--- src/rtl/calc_pkg.sv ---
// Purpose : shared command/response encodings, default widths and bus structs for calc2 ports.
// Latency : n/a (types and constants only).
// Backpr. : n/a.
package calc_pkg;

    localparam int CALC_DATA_W  = 32;
    localparam int CALC_TAG_W   = 2;
    localparam int CALC_DEPTH   = 4;
    localparam int CALC_ALU_LAT = 2;
    localparam int CMD_W        = 4;
    localparam int RESP_W       = 2;

    localparam logic [CMD_W-1:0] CMD_NOP = 4'd0;
    localparam logic [CMD_W-1:0] CMD_ADD = 4'd1;
    localparam logic [CMD_W-1:0] CMD_SUB = 4'd2;
    localparam logic [CMD_W-1:0] CMD_SHL = 4'd5;
    localparam logic [CMD_W-1:0] CMD_SHR = 4'd6;

    localparam logic [RESP_W-1:0] RESP_NONE = 2'd0;
    localparam logic [RESP_W-1:0] RESP_OK   = 2'd1;
    localparam logic [RESP_W-1:0] RESP_ERR  = 2'd2;

    // Struct fields are sized by the package widths; modules that take
    // DATA_W/TAG_W parameters must be built with matching values.
    typedef struct packed {
        logic [CMD_W-1:0]       cmd;
        logic [CALC_TAG_W-1:0]  tag;
        logic [CALC_DATA_W-1:0] op1;
        logic [CALC_DATA_W-1:0] op2;
    } calc_req_t;

    typedef struct packed {
        logic [RESP_W-1:0]      resp;
        logic [CALC_DATA_W-1:0] data;
        logic [CALC_TAG_W-1:0]  tag;
    } calc_resp_t;

endpackage

--- src/rtl/calc_alu_pipe.sv ---
// Purpose : evaluates one calc2 request and delays the tagged result through ALU_LAT register stages.
// Latency : ALU_LAT cycles from in_vld_i to out_vld_o.
// Backpr. : none; the caller guarantees space downstream for every issued request.
// Ports   : clk_i/rst_ni clock and async active-low reset; in_vld_i/in_req_i request in;
//           out_vld_o/out_resp_o response out (data already 0 on any error).
module calc_alu_pipe
    import calc_pkg::*;
#(
    parameter int ALU_LAT = CALC_ALU_LAT
) (
    input  logic       clk_i,
    input  logic       rst_ni,
    input  logic       in_vld_i,
    input  calc_req_t  in_req_i,
    output logic       out_vld_o,
    output calc_resp_t out_resp_o
);

    // Unsigned arithmetic; every unrecognised command yields RESP_ERR with zero data.
    function automatic calc_resp_t alu_eval(input calc_req_t r);
        calc_resp_t             res;
        logic [CALC_DATA_W:0]   wide;
        res.resp = RESP_ERR;
        res.data = '0;
        res.tag  = r.tag;
        wide     = '0;
        case (r.cmd)
            CMD_ADD: begin
                wide = {1'b0, r.op1} + {1'b0, r.op2};
                if (!wide[CALC_DATA_W]) begin
                    res.resp = RESP_OK;
                    res.data = wide[CALC_DATA_W-1:0];
                end
            end
            CMD_SUB: begin
                if (r.op2 <= r.op1) begin
                    res.resp = RESP_OK;
                    res.data = r.op1 - r.op2;
                end
            end
            CMD_SHL: begin
                res.resp = RESP_OK;
                res.data = r.op1 << r.op2[4:0];
            end
            CMD_SHR: begin
                res.resp = RESP_OK;
                res.data = r.op1 >> r.op2[4:0];
            end
            default: ;
        endcase
        return res;
    endfunction

    logic [ALU_LAT-1:0] vld_q;
    calc_resp_t         stage_q [ALU_LAT];

    always_ff @(posedge clk_i or negedge rst_ni) begin
        if (!rst_ni) begin
            vld_q <= '0;
            for (int i = 0; i < ALU_LAT; i++) begin
                stage_q[i] <= '0;
            end
        end else begin
            vld_q[0]   <= in_vld_i;
            stage_q[0] <= alu_eval(in_req_i);
            for (int i = 1; i < ALU_LAT; i++) begin
                vld_q[i]   <= vld_q[i-1];
                stage_q[i] <= stage_q[i-1];
            end
        end
    end

    assign out_vld_o  = vld_q[ALU_LAT-1];
    assign out_resp_o = stage_q[ALU_LAT-1];

endmodule

--- src/rtl/calc_port_responder.sv ---
// Purpose : single calc2 port responder: capture FSM, ALU pipe, in-order result FIFO, busy/drop accounting.
// Latency : response appears ALU_LAT+1 cycles after the op2 cycle when the result FIFO is empty.
// Backpr. : req_busy when DEPTH requests are outstanding; a cmd seen while busy is dropped and counted.
// Ports   : c_clk/reset clock and async active-low reset; req_cmd_in/req_data_in/req_tag_in request
//           channel; out_resp/out_data/out_tag one-cycle response; req_busy, drop_cnt status.
// Option  : define CALC_TAG_CHECK_EN to return RESP_ERR for a cmd whose tag is already outstanding.
module calc_port_responder
    import calc_pkg::*;
#(
    parameter int DATA_W  = CALC_DATA_W,
    parameter int TAG_W   = CALC_TAG_W,
    parameter int DEPTH   = CALC_DEPTH,
    parameter int ALU_LAT = CALC_ALU_LAT
) (
    input  logic              c_clk,
    input  logic              reset,
    input  logic [3:0]        req_cmd_in,
    input  logic [DATA_W-1:0] req_data_in,
    input  logic [TAG_W-1:0]  req_tag_in,
    output logic [1:0]        out_resp,
    output logic [DATA_W-1:0] out_data,
    output logic [TAG_W-1:0]  out_tag,
    output logic              req_busy,
    output logic [7:0]        drop_cnt
);

    localparam int CNT_W = $clog2(DEPTH + 1);
    localparam int PTR_W = (DEPTH > 1) ? $clog2(DEPTH) : 1;

    typedef enum logic [1:0] {ST_IDLE, ST_OP2, ST_SKIP} state_e;

    function automatic logic [PTR_W-1:0] ptr_inc(input logic [PTR_W-1:0] p);
        return (p == PTR_W'(DEPTH - 1)) ? '0 : p + 1'b1;
    endfunction

    state_e             state_q;
    logic [3:0]         cmd_q;
    logic [TAG_W-1:0]   tag_q;
    logic [DATA_W-1:0]  op1_q;
    logic [CNT_W-1:0]   out_cnt_q, out_cnt_d;
    logic [7:0]         drop_cnt_q, drop_cnt_d;

    calc_resp_t         fifo_mem_q [DEPTH];
    logic [PTR_W-1:0]   wr_ptr_q, rd_ptr_q;
    logic [CNT_W-1:0]   fifo_cnt_q;

    logic               cmd_vld, pop, busy, accept, drop;
    logic [3:0]         cmd_eff;
    calc_req_t          alu_req;
    logic               alu_out_vld;
    calc_resp_t         alu_out;
    calc_resp_t         head;

    assign cmd_vld = (req_cmd_in != CMD_NOP);
    // The output stage pops whenever the FIFO holds anything, so a slot freed
    // this cycle is already visible to the accept decision.
    assign pop     = (fifo_cnt_q != '0);
    assign busy    = (out_cnt_q == CNT_W'(DEPTH)) && !pop;
    assign accept  = (state_q == ST_IDLE) && cmd_vld && !busy;
    assign drop    = (state_q == ST_IDLE) && cmd_vld && busy;
    assign head    = fifo_mem_q[rd_ptr_q];

    // Capture FSM: cmd/tag/op1 in IDLE, op2 taken straight into the ALU in OP2.
    // SKIP swallows the data cycle that follows a dropped cmd.
    always_ff @(posedge c_clk or negedge reset) begin
        if (!reset) begin
            state_q <= ST_IDLE;
            cmd_q   <= '0;
            tag_q   <= '0;
            op1_q   <= '0;
        end else begin
            case (state_q)
                ST_IDLE: begin
                    if (accept) begin
                        cmd_q   <= req_cmd_in;
                        tag_q   <= req_tag_in;
                        op1_q   <= req_data_in;
                        state_q <= ST_OP2;
                    end else if (drop) begin
                        state_q <= ST_SKIP;
                    end
                end
                ST_OP2:  state_q <= ST_IDLE;
                ST_SKIP: state_q <= ST_IDLE;
                default: state_q <= ST_IDLE;
            endcase
        end
    end

`ifdef CALC_TAG_CHECK_EN
    // Any code outside the decoded command set makes the ALU return RESP_ERR/0,
    // which is exactly the duplicate-tag answer.
    localparam logic [3:0] CMD_FORCE_ERR = 4'hF;

    logic [2**TAG_W-1:0] tag_busy_q, tag_busy_d;
    logic                dup_q;
    logic [DEPTH-1:0]    dup_fifo_q;   // per-request dup flag, in acceptance order
    logic [PTR_W-1:0]    dwr_ptr_q, drd_ptr_q;
    logic                is_dup;

    assign is_dup  = tag_busy_q[req_tag_in];
    assign cmd_eff = dup_q ? CMD_FORCE_ERR : cmd_q;

    // Only the request that set a tag bit may clear it; set and clear never hit
    // the same bit in one cycle because a set requires the bit to be clear.
    always_comb begin
        tag_busy_d = tag_busy_q;
        if (pop && !dup_fifo_q[drd_ptr_q]) begin
            tag_busy_d[head.tag] = 1'b0;
        end
        if (accept && !is_dup) begin
            tag_busy_d[req_tag_in] = 1'b1;
        end
    end

    always_ff @(posedge c_clk or negedge reset) begin
        if (!reset) begin
            tag_busy_q <= '0;
            dup_q      <= 1'b0;
            dup_fifo_q <= '0;
            dwr_ptr_q  <= '0;
            drd_ptr_q  <= '0;
        end else begin
            tag_busy_q <= tag_busy_d;
            if (accept) begin
                dup_q                 <= is_dup;
                dup_fifo_q[dwr_ptr_q] <= is_dup;
                dwr_ptr_q             <= ptr_inc(dwr_ptr_q);
            end
            if (pop) begin
                drd_ptr_q <= ptr_inc(drd_ptr_q);
            end
        end
    end
`else
    assign cmd_eff = cmd_q;
`endif

    always_comb begin
        alu_req     = '0;
        alu_req.cmd = cmd_eff;
        alu_req.tag = tag_q;
        alu_req.op1 = op1_q;
        alu_req.op2 = req_data_in;
    end

    calc_alu_pipe #(
        .ALU_LAT (ALU_LAT)
    ) u_alu (
        .clk_i      (c_clk),
        .rst_ni     (reset),
        .in_vld_i   (state_q == ST_OP2),
        .in_req_i   (alu_req),
        .out_vld_o  (alu_out_vld),
        .out_resp_o (alu_out)
    );

    // Result FIFO: never overflows since entries <= outstanding <= DEPTH.
    always_ff @(posedge c_clk or negedge reset) begin
        if (!reset) begin
            wr_ptr_q   <= '0;
            rd_ptr_q   <= '0;
            fifo_cnt_q <= '0;
            for (int i = 0; i < DEPTH; i++) begin
                fifo_mem_q[i] <= '0;
            end
        end else begin
            if (alu_out_vld) begin
                fifo_mem_q[wr_ptr_q] <= alu_out;
                wr_ptr_q             <= ptr_inc(wr_ptr_q);
            end
            if (pop) begin
                rd_ptr_q <= ptr_inc(rd_ptr_q);
            end
            if (alu_out_vld && !pop) begin
                fifo_cnt_q <= fifo_cnt_q + 1'b1;
            end else if (!alu_out_vld && pop) begin
                fifo_cnt_q <= fifo_cnt_q - 1'b1;
            end
        end
    end

    always_comb begin
        out_cnt_d = out_cnt_q;
        if (accept && !pop) begin
            out_cnt_d = out_cnt_q + 1'b1;
        end else if (!accept && pop) begin
            out_cnt_d = out_cnt_q - 1'b1;
        end
        drop_cnt_d = drop_cnt_q;
        if (drop && (drop_cnt_q != 8'hFF)) begin
            drop_cnt_d = drop_cnt_q + 1'b1;
        end
    end

    always_ff @(posedge c_clk or negedge reset) begin
        if (!reset) begin
            out_cnt_q  <= '0;
            drop_cnt_q <= '0;
        end else begin
            out_cnt_q  <= out_cnt_d;
            drop_cnt_q <= drop_cnt_d;
        end
    end

    // The FIFO head is driven for the single cycle it is popped; zero otherwise.
    assign out_resp = pop ? head.resp : RESP_NONE;
    assign out_data = pop ? head.data : '0;
    assign out_tag  = pop ? head.tag  : '0;
    assign req_busy = busy;
    assign drop_cnt = drop_cnt_q;

endmodule

--- config.mk ---
export PLATFORM = sky130hd
export DESIGN_NAME = calc_port_responder
export DESIGN_NICKNAME = d
export VERILOG_FILES = /design/src/rtl/calc_pkg.sv /design/src/rtl/calc_alu_pipe.sv /design/src/rtl/calc_port_responder.sv
export SDC_FILE = /design/constraint.sdc
export NUM_CORES = 1
export LEC_CHECK = 0
export BUFFER_PORTS_ARGS = -buffer_cell sky130_fd_sc_hd__clkbuf_2
export CAP_MARGIN = 20
export CORE_MARGIN = 3
export CORE_UTILIZATION = 60
export CTS_BUF_LIST = sky130_fd_sc_hd__clkbuf_8
export DETAILED_ROUTE_END_ITERATION = 6
export GPL_ROUTABILITY_DRIVEN = 0
export PLACE_DENSITY = 0.78
export SLEW_MARGIN = 20
export SYNTH_ARGS = -nofsm -noshare
export SYNTH_HDL_FRONTEND = slang
export SYNTH_HIERARCHICAL = 1
export SYNTH_SLANG_ARGS = --single-unit
--- constraint.sdc ---
create_clock -name c_clk -period 9.4 [get_ports c_clk]
set_input_delay 1.88 -clock c_clk [delete_from_list [all_inputs] [get_ports c_clk]]
set_output_delay 1.88 -clock c_clk [all_outputs]
set_load 0.05 [all_outputs]
# After elaboration in Yosys (flattened, before gate mapping)
# Index checks and enable logic that the tools add are counted.
word_totals:
  ff_bits: 276
  inputBits: 40
  out_inout_bits: 45
  word_cells: 96
classes:
  add_sub_neg: 9
  order_cmp: 4
  eq_ne: 10
  n_shift: 2
  muxes: 21
  n_bitwise: 2
  reduce_logical: 20
op_table:
  columns: ["operator", "count"]
  rows:
  - ["$bwmux W144", 1]
  - ["$pmux W34 S4", 1]
  - ["$mux W36", 3]
  - ["$bmux W36 S2", 1]
  - ["$demux W36 S2", 1]
  - ["$mux W34", 2]
  - ["$add A32 B32 Y33", 1]
  - ["$le A32 B32 Y1", 1]
  - ["$mux W32", 1]
  - ["$shl A32 B5 Y32", 1]
  - ["$shr A32 B5 Y32", 1]
  - ["$sub A32 B32 Y32", 1]
  - ["$mux W2", 7]
  - ["$mux W3", 4]
  - ["$logic_and A1 B1 Y1", 10]
  - ["$add A8 B1 Y8 const B", 1]
  - ["$eq A4 B3 Y1 const B", 2]
  - ["$ne A8 B8 Y1 const B", 1]
  - ["$add A3 B1 Y3 const B", 2]
  - ["$ge A3 B3 Y1 const B", 2]
  - ["$not A2 Y3", 2]
  - ["$sub A3 B1 Y3 const B", 2]
  - ["$add A2 B1 Y2 const B", 2]
  - ["$eq A2 B2 Y1 const B", 2]
  - ["other kinds (12)", 16]

# Logic depth before layout (Yosys ltp)
# Gate-level depths: netlist (run 1).
logic_depth:
  depth_word: 9
  depth_mapped: 17
  depth_no_buf: 14

# Cells and area by module
# Netlist (run 1), hierarchy kept.
by_module_without_submodules:
  columns: ["module", "instances", "cells_each", "area_each_um2", "seq_area_each_um2"]
  rows:
  - ["calc_alu_pipe", 1, 1199, 9054.9, 1851.8]
  - ["calc_port_responder", 1, 556, 8932.3, 5054.8]

# Least setup slack after synthesis (run 1)
# No wires, ideal clock.
synth_path:
  path_kind: "input-to-reg"
  from: "input req_data_in[2]"
  to: "register u_alu/stage_q[68] (netlist bit)"
  setup_time_ns: 0.118
  t_arrival_ns: 4.951
  required_ns: 9.282
  slack_ns: 4.331
  path_stages: 15
  path_buffers: 3
  path_cell_list: "clkbuf_1 -> inv_2 -> buf_1 -> ha_1 -> buf_4 -> nor2b_2 -> o311ai_2 -> a21oi_2 -> a221o_2 -> nand2_2 -> o21a_2 -> o21ai_2 -> a221o_1 -> a211o_1 -> a21o_1"
synth_via:
  elab_chain_cells: 3
  word_cells_on_any_way: 8
  classes_between: "2 x add/sub; 1 x order compare; 2 x shift; 3 x mux"
synth_rtl:
  columns: ["item", "line_no", "text"]
  rows:
  - ["from (decl)", "calc_port_responder.sv:18", "input logic [DATA_W-1:0] req_data_in,"]
  - ["$sub A32 B32 Y32 (tied with other cells)", "calc_alu_pipe.sv:38", "res.data = r.op1 - r.op2;"]
  - ["$mux W34 (on tied branches)", "calc_alu_pipe.sv:36, calc_alu_pipe.sv:30", null]
  - ["$pmux W34 S4 *", "calc_alu_pipe.sv:27", "case (r.cmd)"]
  - ["to (signal, indexed assignment)", "calc_alu_pipe.sv:68", "stage_q[i] <= stage_q[i-1];"]
  - ["to (decl)", "calc_alu_pipe.sv:55", "calc_resp_t stage_q [ALU_LAT];"]
# Every way passes the cells marked *; elsewhere a longest branch is shown, timed or not.
# A chain may end at the register's enable or synchronous reset.

# Final worst setup path (run 1)
layout_path:
  from: "input req_data_in[3]"
  to: "register u_alu/stage_q[62] (netlist bit)"
# The elaborated chain is that of the path after synthesis.

==> metrics.txt, run 1 <==
Worst-Margin Slew 1074 ps; initial antenna violation count 3; CP Max Fanout 73; width of the die 179.1 µm; CTS HTree Levels 2; dpl ws a little under 3000 ps; Boundary Pins 85; distinct cell type count after synthesis 94; synth top area cells dfrtp_1 38%, mux2_2 12%, mux4_2 5.6%; reg2reg setup slack 5410 ps; DRT iter0 DRCs ~2,000; fill count between 2,000 and 2,500; Cell Area, Synth 0.01799 mm²; syn_area_per_cell 10.25 µm²; Setup Viol. Count Final 0; FMAX 172.9 MHz; clock sink count roughly 280; TritonCTS clock tree done; post-CTS setup buffers 0; power per cell area 373.6 mW/mm²; synth cell count leaders 276 x dfrtp_1, 194 x mux2_2, 138 x a21oi_1; fin crit period 5784 ps; Initial Util 61.83%; Fin Setup TNS 0 ps; Total Wirelength 49.27 mm; Vias 14,388; # DRC 0; FF+latch area between 0.006 and 0.007 mm²; post-route ant nets 0; Crit Path Category input port to flop; Final Hold Vio Count 0; ys async rst share 100.0%; Setup Skew 15.50 ps; sequential area share after synthesis 38.40%; vias in the first global route 13,873; first-pass GRT wire length just under 80 mm; cell repeated most along the worst path buf_4; Routed WL per cell ~23 µm; diode count 0; status finished, final reports clean; Worst-path clk slew roughly 60 ps; Site Rows 62; WP data required 9850 ps; DP HPWL 35.11 mm; Synth Warn # 6; Post-synth EDFFs 0; clock latency at the later pin of the worst-skew pair 580 ps; crit start category input port; Die H approximately 180 µm; Slew Viols, Final 0; Synth-to-Final Area Change 6.970%; cts hold-fix bufs 0; CP endpoint kind flop; top-count cell post-synth dfrtp_1; Critical Path, Cell by Cell clkbuf_2, buf_4, inv_1, ha_1, and3_1, a221oi_2, a31o_2, a221o_1, a31oi_2, o21ai_2, buf_4, o22ai_1, nor2_1, a31oi_1, a211o_1; CTS Buffer Depth 3; largest stage delay on the critical path 540 ps; RSZ-0062 raised after global routing false; critical path's slowest cell inv_1; pin count of the biggest net entering global routing 192; nets 1,881; total track usage 30.77%; Mapped Nets about 1,900; grt total ovfl 0; cells after synthesis approximately 1,800; PostCTS Resize Cnt 0; clk root buf clkbuf_8; multi-input gate area in the final layout 0.01004 mm²; Critical Path AT 6240 ps; period utilisation layout a little over 60%; DIE AREA 0.03209 mm²; core box area ~0.029 mm²; port bufs 84; Yosys reg bits ~280; Top FF cell, synth dfrtp_1; layout cells sized above 1 25.53%; Worst Hold Class flop to flop; DRT Pass-1 Iters 7; Slew HR 28.41%; Final WS setup 3616 ps; max_cap viols 0; P_leak 8.738 nW; leading area contributor after synthesis dfrtp_1; vias per cell 6.606; VDD IR max 0.0001953 V; share of the synthesized area in the top cell type 38.40%; CP top delay family compound AO/OA/AOI/OAI gates; CTS Buf Count 47; Buf/Inv on CP 4
[state kept, by name, summed over array words and instances, names as in the netlist, 3 cells and up]
signal	flops
op1_q	32
u_alu/stage_q	36
fifo_mem_q	144
fifo_cnt_q	3
out_cnt_q	3
cmd_eff	4
u_alu/out_resp_o	36
drop_cnt	8
[placed cells by master, fill, tap and decap left out, types with 5 or more instances in the layout]
cell type and instances:
nand2_1 98, dfrtp_1 275, clkbuf_8 60, o211ai_1 10, a21oi_1 138, ha_1 73
mux2_4 9, clkbuf_2 82, a221oi_1 15, inv_1 80, nor4_1 9, and2_1 7
o21ai_0 85, buf_4 18, nor3_1 18, o21a_1 10, o22ai_1 24, mux4_2 45
clkinv_2 6, o21bai_1 8, xor2_1 8, o21ai_1 16, nand2b_1 24, a31oi_1 11
mux2i_1 57, nand3_1 22, a211oi_1 34, mux2_2 194, nor2_1 137, o31ai_1 18
a22oi_1 5, o2bb2ai_1 7, nand4_1 9, nor2b_1 50, a21o_1 21
[worst paths after layout]
kind                                                    end                     start  depth (start not counted)
worst max register to register  u_alu/stage_q[62]$_DFF_PN0_     op1_q[11]$_DFFE_PN0P_                         11
worst min-delay path               u_alu/vld_q[1]$_DFF_PN0_  u_alu/vld_q[0]$_DFF_PN0_                          0
min in group asynchronous       fifo_mem_q[121]$_DFFE_PN0P_                     reset                          1
max in group asynchronous          u_alu/vld_q[0]$_DFF_PN0_                     reset                          2
worst min register to register     u_alu/vld_q[1]$_DFF_PN0_  u_alu/vld_q[0]$_DFF_PN0_                          0
worst max-delay path            u_alu/stage_q[62]$_DFF_PN0_            req_data_in[3]                         15
[logic make-up after synthesis]
family / synth area share [%]
DFF: 38.40
adders and majority gates: 5.523
AOI/OAI and AO/OA: 16.95
xor gates and xnor gates: 0.4870
and+or+nand+nor: 11.07
buffers and inverters: 5.808
muxes: 21.77
[area by class of cell]
type | count | area share (%)
flip-flops and latches | 276 | 35.90
well taps | 384 | 2.497
clock buffers | 60 | 4.292
multi-input cells | 1263 | 52.17
inverters | 73 | 1.424
clock inverters | 19 | 0.6763
repair buffers | 103 | 3.043
[where the power goes]
| part | internal [mW] | total (mW) | switching (mW) |
|---|---|---|---|
| Clock | 0.603 | 1.09 | 0.486 |
| Sequential | 1.71 | 2.22 | 0.507 |
| Combinational | 1.55 | 3.88 | 2.33 |
[metrics by stage]
step                cells  utilization [%]  hold WS [ps]  power [mW]  cell area [µm²]
finish               2178            66.14         344.8       7.188            19240
global route         2178            66.14         348.5       7.607            19240
CTS                  2178            66.14         348.9       7.128            19240
detailed placement   2099            62.85         337.0       6.014            18280
global placement     2099            62.85         332.5       5.885            18280
floorplan            1755                -         331.2       5.086            17990
[routing by layer]
metal | GRT usage (%) | share of wire, % | up-vias
li1 | - | - | 6410
met1 | 42.51 | 40 | 6911
met2 | 47.56 | 45 | 874
met3 | 7.243 | 10 | 189
met4 | 11.44 | 4.4 | 4
met5 | 0 | 0.039 | -
Power figures use the tool's default switching activity.
==> run 2, diff against run 1 <==
==> constraint.sdc (replaced) <==
create_clock -name c_clk -period 5.95 [get_ports c_clk]
set_input_delay 1.19 -clock c_clk [delete_from_list [all_inputs] [get_ports c_clk]]
set_output_delay 1.19 -clock c_clk [all_outputs]
set_load 0.05 [all_outputs]
==> run 2 against run 1 <==
- design area is 0.23% lower
- wire length is 0.25% lower
- sequential power is 61% higher
- combinational power is 56% higher
- largest power group unchanged
- utilization is 0.15 points lower
- register-to-register slack worse by 3400 ps
- non-clock buffer count is 3 higher
- global-route usage is 0.25 points lower
- sequential share of layout area is 0.084 points higher
- sequential cell count stayed put
- die area stayed put
- critical path depth stayed put
==> metrics.txt, run 2 (synthesis gave the netlist of run 1 again) <==
width of the die 179.1 µm; nets ~1,900; RSZ-0062 raised after global routing false; reg2reg setup slack 1990 ps; Slew HR between 30% and 40%; Critical Path, Cell by Cell clkbuf_2, ha_1, inv_1, fa_1, a21o_1, a221oi_2, a31o_2, a221o_1, a31oi_2, o21ai_2, buf_4, nor2_1, a211oi_1, o21bai_1, nand2_1; Finished Cell Area 0.01920 mm²; Area after DPL 0.01831 mm²; largest stage delay on the critical path between 600 and 700 ps; crit start category input port; Routed WL per cell 22.51 µm; PostCTS Resize Cnt 0; first-pass GRT wire length 76.96 mm; Vias 14,399; Worst-path clk slew around 60 ps; commonest non-fill, non-tap cell in the layout dfrtp_1; fill count between 2,000 and 2,500; total track usage 30.52%; Cells on Worst Hold Path 0; clock sink count roughly 280; # DRC 0; DRT iter0 DRCs approximately 1,900; Critical Path AT about 5000 ps; Slew Viols, Final 0; Setup Viol. Count Final 0; CP endpoint kind flop; max_cap viols 0; WP data required 6420 ps; DP HPWL 34.69 mm; vias in the first global route 13,832; FF+latch area approximately 0.007 mm²; Synth-to-Final Area Change 6.719%; Initial Util 61.83%; CP top delay family compound AO/OA/AOI/OAI gates; multi-input gate area in the final layout roughly 0.010 mm²; DRT Pass-1 Iters 6; register with the most flip-flops fifo_mem_q; max FFs per register 144; FMAX between 200 and 250 MHz; CTS Buffer Depth 3; layout cells sized above 1 about a quarter; clock latency at the later pin of the worst-skew pair ~590 ps; grt total ovfl 0; status finished, final reports clean; TritonCTS clock tree done; core box area between 0.02 and 0.03 mm²; DIE AREA 0.03209 mm²; number of cell instances on the worst register-to-register path 11; vias per cell around 6.6; fin crit period 4542 ps; Die H 179.1 µm; Buf/Inv on CP 3; VDD IR max just over 0.0003 V; diode count 0; Site Rows 62; post-CTS setup buffers 0; cts hold-fix bufs 0; period utilisation layout 76.34%; Fin Setup TNS 0 ps; P_leak between 8 and 9 nW; power per cell area 585.9 mW/mm²; Final Hold Vio Count 0; worst r2r src op1_q[24]$_DFFE_PN0P_; Boundary Pins 85; capture point of the worst reg-to-reg path u_alu/stage_q[62]$_DFF_PN0_; hold_sp u_alu/vld_q[0]$_DFF_PN0_; pin count of the biggest net entering global routing 159; critical path's slowest cell o21ai_2; CP Max Fanout 27; most frequent cells in the layout 275 x dfrtp_1, 194 x mux2_2, 138 x a21oi_1; post-route ant nets 0; Endpoint, Worst Hold u_alu/vld_q[1]$_DFF_PN0_; Crit Path Category input port to flop; Setup Skew 51.34 ps; clk root buf clkbuf_8; CTS HTree Levels 2; Total Wirelength slightly below 50 mm; initial antenna violation count 2; Worst Hold Class flop to flop; CTS Buf Count 47; port bufs 84; Worst-Margin Slew 920.0 ps
run 2: power breakdown:
group / switching, mW / total [mW] / leakage [nW] / internal, mW
Combinational: 3.60 / 6.05 / 4.76 / 2.45
Sequential: 0.873 / 3.57 / 3.46 / 2.70
Clock: 0.769 / 1.62 / 0.532 / 0.852
Total: 5.24 / 11.2 / 8.75 / 6.00
run 2: cell type report:
class / count / area share (%)
inverter: 73 / 1.427
tap: 384 / 2.503
multi-input combinational: 1263 / 52.28
timing repair buffer: 106 / 3.168
clock inverter: 25 / 0.6192
sequential: 276 / 35.99
clock buffer: 56 / 4.015
run 2: metal layers:
layer	part of all wire [%]	GRT usage, %	up-vias
met1	40	41.86	6955
met2	45	47.16	848
li1	-	-	6411
met5	0.055	0	-
met4	5.7	14.37	4
met3	9.9	5.676	181
run 2: how the worst max path moves through the flow:
stage | depth (start not counted) | endpoint | slack, ps | startpoint
floorplan | 15 | u_alu/stage_q[68]$_DFF_PN0_ | 1570 | req_data_in[2]
global placement | 13 | u_alu/stage_q[64]$_DFF_PN0_ | 1030 | req_data_in[0]
detailed placement | 13 | u_alu/stage_q[64]$_DFF_PN0_ | 950 | req_data_in[0]
CTS | 13 | u_alu/stage_q[64]$_DFF_PN0_ | 1550 | req_data_in[0]
global route | 15 | u_alu/stage_q[58]$_DFF_PN0_ | 1260 | req_data_in[0]
finish | 15 | u_alu/stage_q[50]$_DFF_PN0_ | 1410 | req_data_in[0]
run 2: stage by stage:
step	power [mW]	utilization [%]	cells	hold slack (ps)	setup WS (ps)
CTS	11.15	65.99	2183	357.5	1550
global placement	9.309	62.93	2102	333.3	1027
floorplan	8.034	-	1755	331.2	1571
finish	11.25	65.99	2183	353.7	1408
global route	11.88	65.99	2183	361.4	1258
detailed placement	9.475	62.93	2102	335.5	953.0
